--- config.mk ---
export PLATFORM = sky130hd
export DESIGN_NAME = background_loader
export DESIGN_NICKNAME = d
export VERILOG_FILES = /design/src/rtl/tron_pkg.sv /design/src/rtl/fb_write_mux.sv /design/src/rtl/background_loader.sv
export SDC_FILE = /design/constraint.sdc
export NUM_CORES = 1
export LEC_CHECK = 0
export ABC_AREA = 1
export BUFFER_PORTS_ARGS = -buffer_cell sky130_fd_sc_hd__buf_4
export CAP_MARGIN = 20
export CORE_UTILIZATION = 60
export CTS_CLUSTER_SIZE = 14
export DETAILED_ROUTE_END_ITERATION = 8
export PLACE_DENSITY = 0.91
export SYNTH_ARGS = -nofsm -noshare
export SYNTH_HDL_FRONTEND = slang
export SYNTH_HIERARCHICAL = 1
export SYNTH_SLANG_ARGS = --single-unit
--- constraint.sdc ---
create_clock -name Clk -period 4.58 [get_ports Clk]
set_clock_uncertainty 0.2 [all_clocks]
set_input_delay 0.229 -clock Clk [delete_from_list [all_inputs] [get_ports Clk]]
set_output_delay 0.229 -clock Clk [all_outputs]
set_load 0.02 [all_outputs]
--- src/rtl/tron_pkg.sv ---
// tron_pkg: shared types and constants for the background loader.
// MAP_FILL and FILL_COLOR only take effect when the loader is built with
// BG_LOADER_FILL_EN defined.
package tron_pkg;

  // Loader sequencing states.
  typedef enum logic [1:0] {
    IDLE  = 2'd0,
    PRIME = 2'd1,
    COPY  = 2'd2,
    DONE  = 2'd3
  } loader_state_e;

  // Map indices as stored in the ROM. MAP_MENU also serves as the
  // fallback for any out-of-range selection.
  localparam logic [2:0] MAP_MENU = 3'd0;
  localparam logic [2:0] MAP_FILL = 3'b111;

  // Colour written to every cell in fill mode.
  localparam logic [3:0] FILL_COLOR = 4'hC;

  // A decoded load command: which map to copy, or flood with FILL_COLOR.
  typedef struct packed {
    logic       fill;
    logic [2:0] sel;
  } load_cmd_t;

  // Number of cells in one map.
  function automatic int unsigned map_cells(input int unsigned w,
                                            input int unsigned h);
    return w * h;
  endfunction

endpackage

--- src/rtl/fb_write_mux.sv ---
// fb_write_mux: combinational owner select for the single frame-buffer
// write port. While the loader owns the port the game writer is starved.
// Otherwise the game writer passes straight through. Its address and data
// are forced to zero when it is not requesting.
module fb_write_mux #(
  parameter int FB_AW = 13,
  parameter int PIX_W = 4
) (
  input  logic             loader_own_i,
  input  logic             ld_we_i,
  input  logic [FB_AW-1:0] ld_addr_i,
  input  logic [PIX_W-1:0] ld_data_i,
  input  logic             gw_req_i,
  input  logic [FB_AW-1:0] gw_addr_i,
  input  logic [PIX_W-1:0] gw_data_i,
  input  logic             fb_ready_i,
  output logic             gw_gnt_o,
  output logic             fb_we_o,
  output logic [FB_AW-1:0] fb_addr_o,
  output logic [PIX_W-1:0] fb_data_o
);

  // Port select: the loader wins outright, otherwise the game writer passes through.
  always_comb begin
    // NOTE: every output gets a default first so no path leaves a latch.
    fb_we_o   = gw_req_i;
    fb_addr_o = gw_req_i ? gw_addr_i : '0;
    fb_data_o = gw_req_i ? gw_data_i : '0;
    gw_gnt_o  = gw_req_i & fb_ready_i;
    if (loader_own_i) begin
      fb_we_o   = ld_we_i;
      fb_addr_o = ld_addr_i;
      fb_data_o = ld_data_i;
      gw_gnt_o  = 1'b0;
    end
  end

endmodule

--- src/rtl/background_loader.sv ---
// background_loader: copies one full map from the map ROM into the frame
// buffer on request. It owns the frame-buffer write port and shares that
// port with the in-game writer.
// Optional build macro BG_LOADER_FILL_EN: map_sel = 3'b111 floods every
// cell with FILL_COLOR. In that mode the ROM is not read and the prime
// cycle is skipped.
module background_loader
  import tron_pkg::*;
#(
  parameter int MAP_W    = 80,
  parameter int MAP_H    = 60,
  parameter int NUM_MAPS = 5,
  parameter int PIX_W    = 4,
  parameter int FB_AW    = 13,
  parameter int ROM_AW   = 16
) (
  input  logic              Clk,
  input  logic              Reset_n,
  input  logic              load_req,
  input  logic [2:0]        map_sel,
  output logic              busy,
  output logic              done,
  output logic              rom_en,
  output logic [ROM_AW-1:0] rom_addr,
  input  logic [PIX_W-1:0]  rom_data,
  input  logic              gw_req,
  input  logic [FB_AW-1:0]  gw_addr,
  input  logic [PIX_W-1:0]  gw_data,
  output logic              gw_gnt,
  output logic              fb_we,
  output logic [FB_AW-1:0]  fb_addr,
  output logic [PIX_W-1:0]  fb_data,
  input  logic              fb_ready
);

  localparam int unsigned       CELLS    = map_cells(MAP_W, MAP_H);
  localparam logic [FB_AW-1:0]  LAST_IDX = FB_AW'(CELLS - 1);
  localparam logic [ROM_AW-1:0] CELLS_R  = ROM_AW'(CELLS);

`ifdef BG_LOADER_FILL_EN
  localparam bit FILL_EN = 1'b1;
`else
  localparam bit FILL_EN = 1'b0;
`endif

  // Folds an unknown map index onto the menu map. When fill mode is
  // enabled, the fill code is decoded first.
  function automatic load_cmd_t decode_sel(input logic [2:0] s);
    load_cmd_t c;
    c.fill = 1'b0;
    c.sel  = s;
    if (FILL_EN && (s == MAP_FILL)) begin
      c.fill = 1'b1;
      c.sel  = MAP_MENU;
    end else if (int'(s) >= NUM_MAPS) begin
      c.sel = MAP_MENU;
    end
    return c;
  endfunction

  // A ROM copy needs one prime cycle for the first read. A fill does not.
  function automatic loader_state_e start_state(input load_cmd_t c);
    return c.fill ? COPY : PRIME;
  endfunction

  loader_state_e     state_q, state_d;
  load_cmd_t         cmd_q, cmd_d;          // copy in progress
  load_cmd_t         pend_cmd_q, pend_cmd_d;
  logic              pend_q, pend_d;        // one-deep request queue
  logic [FB_AW-1:0]  idx_q, idx_d;          // cell currently on rom_data

  load_cmd_t         req_cmd;
  logic              last_cell;
  logic [ROM_AW-1:0] base_addr;

  logic              loader_own;
  logic              ld_we;
  logic [FB_AW-1:0]  ld_addr;
  logic [PIX_W-1:0]  ld_data;

  assign req_cmd   = decode_sel(map_sel);
  assign last_cell = (idx_q == LAST_IDX);
  assign base_addr = ROM_AW'(cmd_q.sel) * CELLS_R;

  // State register.
  always_ff @(posedge Clk or negedge Reset_n) begin
    // NOTE: sequential state uses non-blocking (<=) so every flop samples pre-edge values.
    if (!Reset_n) state_q <= IDLE;
    else          state_q <= state_d;
  end

  // Next-state logic: a request in DONE, or a pending one, chains straight into the next copy.
  always_comb begin
    state_d = state_q;
    unique case (state_q)
      IDLE:  if (load_req) state_d = start_state(req_cmd);
      PRIME: state_d = COPY;
      COPY:  if (fb_ready && last_cell) state_d = DONE;
      DONE: begin
        if (load_req)    state_d = start_state(req_cmd);
        else if (pend_q) state_d = start_state(pend_cmd_q);
        else             state_d = IDLE;
      end
      default: state_d = IDLE;
    endcase
  end

  // Command, pending-request and cell-index bookkeeping.
  always_comb begin
    cmd_d      = cmd_q;
    pend_d     = pend_q;
    pend_cmd_d = pend_cmd_q;
    idx_d      = idx_q;
    unique case (state_q)
      IDLE: begin
        if (load_req) begin
          cmd_d = req_cmd;
          idx_d = '0;
        end
      end
      PRIME, COPY: begin
        // The latest request overwrites any earlier pending one.
        if (load_req) begin
          pend_d     = 1'b1;
          pend_cmd_d = req_cmd;
        end
        if ((state_q == COPY) && fb_ready && !last_cell) idx_d = idx_q + FB_AW'(1);
      end
      DONE: begin
        idx_d = '0;
        if (load_req) begin
          cmd_d  = req_cmd;
          pend_d = 1'b0;
        end else if (pend_q) begin
          cmd_d  = pend_cmd_q;
          pend_d = 1'b0;
        end
      end
      default: ;
    endcase
  end

  // Datapath registers. Reset abandons any copy in flight.
  always_ff @(posedge Clk or negedge Reset_n) begin
    if (!Reset_n) begin
      cmd_q      <= '0;
      pend_cmd_q <= '0;
      pend_q     <= 1'b0;
      idx_q      <= '0;
    end else begin
      cmd_q      <= cmd_d;
      pend_cmd_q <= pend_cmd_d;
      pend_q     <= pend_d;
      idx_q      <= idx_d;
    end
  end

  // Outputs: the ROM prefetches cell i+1 only when cell i is accepted, and holds during a stall.
  always_comb begin
    busy     = 1'b0;
    done     = 1'b0;
    rom_en   = 1'b0;
    rom_addr = '0;
    ld_we    = 1'b0;
    ld_addr  = '0;
    ld_data  = '0;
    unique case (state_q)
      PRIME: begin
        busy     = 1'b1;
        rom_en   = 1'b1;
        rom_addr = base_addr;
      end
      COPY: begin
        busy    = 1'b1;
        ld_we   = 1'b1;
        ld_addr = idx_q;
        ld_data = cmd_q.fill ? PIX_W'(FILL_COLOR) : rom_data;
        if (!cmd_q.fill) begin
          rom_addr = base_addr + ROM_AW'(idx_q);
          if (fb_ready && !last_cell) begin
            rom_en   = 1'b1;
            rom_addr = base_addr + ROM_AW'(idx_q) + ROM_AW'(1);
          end
        end
      end
      DONE:    done = 1'b1;
      default: ;
    endcase
  end

  assign loader_own = busy;

  fb_write_mux #(
    .FB_AW (FB_AW),
    .PIX_W (PIX_W)
  ) u_fb_write_mux (
    .loader_own_i (loader_own),
    .ld_we_i      (ld_we),
    .ld_addr_i    (ld_addr),
    .ld_data_i    (ld_data),
    .gw_req_i     (gw_req),
    .gw_addr_i    (gw_addr),
    .gw_data_i    (gw_data),
    .fb_ready_i   (fb_ready),
    .gw_gnt_o     (gw_gnt),
    .fb_we_o      (fb_we),
    .fb_addr_o    (fb_addr),
    .fb_data_o    (fb_data)
  );

endmodule

Word level (Yosys, flattened, before mapping)
Cells that the tools add are included.

cells by class
  add/subtract/negate cells = 3
  $mul = 1
  magnitude comparators = 1
  equal/unequal tests = 9
  muxes and demuxes = 33
  bitwise logic cells = 1
  reduce and logical (&&, ||, !) cells = 14

operators by type and width
  operator                                            number
  two-way mux 13 bit                                  5
  case mux 13 bit (3 select lines)                    1
  two-way mux 16 bit                                  2
  case mux 16 bit (2 select lines)                    1
  two-way mux 4 bit                                   7
  adder 16 x 1 -> 16 bit (second input constant)      1
  adder 16 x 13 -> 16 bit                             1
  adder 13 x 1 -> 13 bit (second input constant)      1
  equality test 13 bit (second input constant)        1
  multiplier 3 x 7 -> 10 bit (second input constant)  1
  two-way mux 1 bit                                   10
  case mux 2 bit (4 select lines)                     1
  case mux 4 bit (2 select lines)                     1
  AND reduction 2 bit                                 4
  equality test 2 bit (second input constant)         2
  logical AND 1 bit                                   4
  two-way mux 2 bit                                   2
  != test 2 x 1 -> 1 bit (second input constant)      2
  != test 2 bit (second input constant)               2
  case mux 1 bit (2 select lines)                     2
  nonzero test 2 bit                                  2
  >= comparator 3 bit (second input constant)         1
  two-way mux 3 bit                                   1
  != test 3 bit (second input constant)               1
  6 further kinds                                     6

word-level totals
  flip-flop bits (word level) = 23
  word-level logic and storage cells = 68

Depth between registers and ports, before layout
  depth after elaboration = 6
  mapped depth = 20
  depth with buffers taken out = 20

Modules after synthesis
The synthesis kept the hierarchy.

modules (own cells, without submodules)
  module             times used  cells an instance  area each (um2)
  background_loader  1           405                2533.7
  fb_write_mux       1           62                 305.3

Worst setup path after synthesis
Ideal clock, no wire load.

  path kind = reg-to-output
  from = register cmd_q[1] (netlist bit)
  to = output port rom_addr[10]
  arrival = 2.919 ns
  data required time = 4.151 ns
  path slack = 1.232 ns
  cell stages (with the launch flop) = 18
  path buffers = 0
  cells stage by stage = dfrtp_1 > ha_1 > ha_1 > inv_1 > fa_1 > inv_1 > ha_1 > nand2_1 > nand2_1 > inv_1 > nand2_1 > nand2_1 > nand2_1 > nand3_1 > inv_1 > nand2_2 > inv_2 > o31ai_1

on the way
  word-level cells in the longest chain between the ends = 6

RTL lines
  what                                line                                                RTL
  start: declaration                  background_loader.sv:67                             load_cmd_t cmd_q, cmd_d;
  start signal: assignment            background_loader.sv:151                            cmd_q <= cmd_d;
  multiplier 3 x 7 -> 10 bit *        background_loader.sv:83                             assign base_addr = ROM_AW'(cmd_q.sel) * CELLS_R;
  adder 16 x 13 -> 16 bit             background_loader.sv:179, background_loader.sv:182
  adder 16 x 1 -> 16 bit              background_loader.sv:182                            rom_addr = base_addr + ROM_AW'(idx_q) + ROM_AW'(1);
  two-way mux 16 bit                  background_loader.sv:180                            if (fb_ready && !last_cell) begin
  two-way mux 16 bit                  background_loader.sv:178                            if (!cmd_q.fill) begin
  case mux 16 bit (2 select lines) *  background_loader.sv:167                            unique case (state_q)
  end: declaration                    background_loader.sv:24                             output logic [ROM_AW-1:0] rom_addr,

Every way passes the cells marked *; elsewhere a longest branch is shown, timed or not.

Final worst setup path
  from = register cmd_q[1] (netlist bit)
  to = output port rom_addr[15]

Same word-level chain as after synthesis.

==> results.sh <==
export IMPL_fp_dieW_um=70.79
export IMPL_peakVddDrop_v=0.0005578
export IMPL_antenna_cells=0
export IMPL_synthMuxAreaShare_pct=0
export IMPL_wirelength_um=7717
export IMPL_grt_max_degree=29
export IMPL_drc=0
export IMPL_layout_cells_most_common="nand2_1"
export IMPL_ff2ff_path_depth=10
export IMPL_drt_pre_antenna_iters=7
export IMPL_synth_area_um2=2839
export IMPL_grt_ovfl_total=0
export IMPL_syn_inst=467
export IMPL_min_path_type="primary input to flip-flop"
export IMPL_synth_compound_area_share_pct=12.43
export IMPL_post_cts_buffers=0
export IMPL_synthFlopType="dfrtp_1"
export IMPL_finalPower_mw=1.838
export IMPL_clk_pin_slew_ns=0.07
export IMPL_core_area_um2=4444
export IMPL_synth_top_cell_area_share_pct=19.39
export IMPL_synth_top_family_by_area="simple AND/OR/NAND/NOR gates"
export IMPL_maxCapViolCount=0
export IMPL_die_h_um=70.79
export IMPL_ys_ff_latch=22
export IMPL_cts_sinks=22
export IMPL_final_cell_mix="145 x nand2_1, 81 x inv_1, 68 x buf_4"
export IMPL_grt_first_pass_wirelength_um=12990
export IMPL_io_pins=67
export IMPL_outcome="finished clean"
export IMPL_post_route_period_util_pct=85.93
export IMPL_nets=582
export IMPL_grt_use_total_pct=32.09
export IMPL_antenna_found_initial=0
export IMPL_finalHoldViolations=0
export IMPL_syn_area_per_cell_um2=6.079
export IMPL_max_slew_margin_pct=73.91
export IMPL_syn2layout_area_growth_pct=18.82
export IMPL_synth_distinct_cells=38
export IMPL_powerDensity_nw_per_um2=544.8
export IMPL_cts_tree="yes"
export IMPL_ant_nets=0
export IMPL_hpwl_um=6067
export IMPL_rsz0062_at_grt="false"
export IMPL_final_setup_viol_count=0
export IMPL_crit_reg2reg_launch="state_q[1]"
export IMPL_cp_required_ns=4.15
export IMPL_worstPathMaxFanout=6
export IMPL_hp_start="map_sel[2]"
export IMPL_clockBufferDepth=2
export IMPL_min_path_cells=4
export IMPL_reg2reg_setup_slack_ns=2.11
export IMPL_cp_end_kind="output port"
export IMPL_synthSimpleGateAreaFrac_pct=40.37
export IMPL_synth_xor_area_share_pct=3.085
export IMPL_async_flop_share_pct=100.0
export IMPL_max_freq_mhz=254.1
export IMPL_die_area_um2=5011
export IMPL_synthTopCellsByArea="dfrtp_1 19%, nand2_1 19%, inv_1 11%"
export IMPL_port_buffers=66
export IMPL_slew_violations=0
export IMPL_cellLeakagePower_nw=1.946
export IMPL_whs_ns=0.07049
export IMPL_ctsRootBufferMaster="clkbuf_8"
export IMPL_synth_fp_nets=518
export IMPL_hold_end="pend_cmd_q[0]"
export IMPL_period_needed_ns=3.935
export IMPL_cts_max_level=1
export IMPL_detail_route_iter0_violations=248
export IMPL_synth_warnings=6
export IMPL_synth_fa_ha_area_share_pct=10.22
export IMPL_wl_per_cell_um=13.28
export IMPL_path_class="flip-flop to output port"
export IMPL_cp_arrival_ns=3.51
export IMPL_cts_buffers=3
export IMPL_gp_congestion=0.9620
export IMPL_synth_enable_flop_cells=0
export IMPL_worstMarginPinSlew_ns=0.3899
export IMPL_start_kind="flip-flop"
export IMPL_synth_top_area_cell="dfrtp_1"
export IMPL_placementRows=24
export IMPL_fin_tns_setup_ns=0
export IMPL_start_util_pct=63.88
export IMPL_vias=3259
export IMPL_layout_drive_gt1_share_pct=17.58
export IMPL_r2r_end="idx_q[11]"
export IMPL_via_per_inst=5.609
export IMPL_insertion_delay_ns=0.27
export IMPL_yosysSeqAreaShare_pct=19.39
export IMPL_grt_pass1_vias=2990
## worst max-delay path, cell delays in order, from the launching register on
cell and delay (ns):
dfrtp_1 0.45, ha_1 0.32, ha_1 0.17, inv_1 0.06
fa_1 0.41, xnor2_1 0.24, ha_1 0.32, nand2_1 0.13
inv_1 0.05, nand2_1 0.08, nand3_1 0.08, nand2_1 0.06
nand2_1 0.12, nor2_2 0.19, nand2_1 0.11, nor2_1 0.11
nand3_1 0.07, nand3_1 0.08, nand2_1 0.06, buf_4 0.15
## worst max-delay path by stage
stage,from,to,slack (ns),cells past startpoint
2_1_floorplan,cmd_q[1],rom_addr[10],1.23,17
3_3_place_gp,cmd_q[1],rom_addr[15],1.13,19
3_5_place_dp,cmd_q[1],rom_addr[15],0.98,19
4_1_cts,cmd_q[1],rom_addr[15],0.69,18
5_1_grt,cmd_q[1],rom_addr[15],0.36,18
6_report,cmd_q[1],rom_addr[15],0.64,19
## state kept, by name, summed over array words and instances (netlist names)
name	cells
state_q	2
pend_q	1
idx_q	13
cmd_q	3
pend_cmd_q	3
## per-stage QoR
stage	worst slack, ns	cells	area (um^2)	utilization, %
floorplan	1.232	467	2839	-
global placement	1.134	577	3322	74.75
detailed placement	0.9808	577	3322	74.75
CTS	0.6861	581	3373	75.90
global route	0.3605	581	3373	75.90
finish	0.6445	581	3373	75.90
## cell type report
cell class / count / area [um^2]
clock buffers: 3 / 41.29
fillers: 372 / 1071
inverters: 85 / 319.1
multi-input cells: 350 / 1877
flip-flops and latches: 22 / 550.5
well taps: 52 / 65.06
repair buffers: 69 / 520.5
## timing repair
action	CTS	global route
hold endpoints to repair	22	0
hold buffers	1	0
gates resized for setup	0	0
endpoints found under the setup margin	0	0
## power by group
part | internal, mW | leakage, nW | switching (mW) | total (mW)
logic | 0.468 | 1.63 | 0.964 | 1.43
registers | 0.239 | 0.294 | 0.0475 | 0.287
clock network | 0.0588 | 0.0216 | 0.0604 | 0.119
total | 0.766 | 1.95 | 1.07 | 1.84
## cell families after synthesis
family	Yosys count
and+or+nand+nor	255
DFF	22
AOI/OAI and AO/OA	63
buffers and inverters	95
adders and majority gates	22
xor gates and xnor gates	10
## layer usage
metal	global-route usage (%)	vias up	wire, um	share of wire (%)
li1	-	1612	-	-
met2	57.80	151	3818	49
met1	40.65	1479	3221	42
met5	0	-	0	0
met4	9.778	0	116	1.5
met3	3.134	17	560	7.3
## Yosys cell counts, types with 6 or more instances
library cell and number:
nand2_1 145, inv_1 81, nand3_1 51, nor2_1 27, o21ai_0 25, dfrtp_1 22
ha_1 20, a21oi_1 15, o21ai_1 10, xor2_1 8, nand2_2 7, nand4_1 7
nor3_1 6
Power figures use the tool's default switching activity.
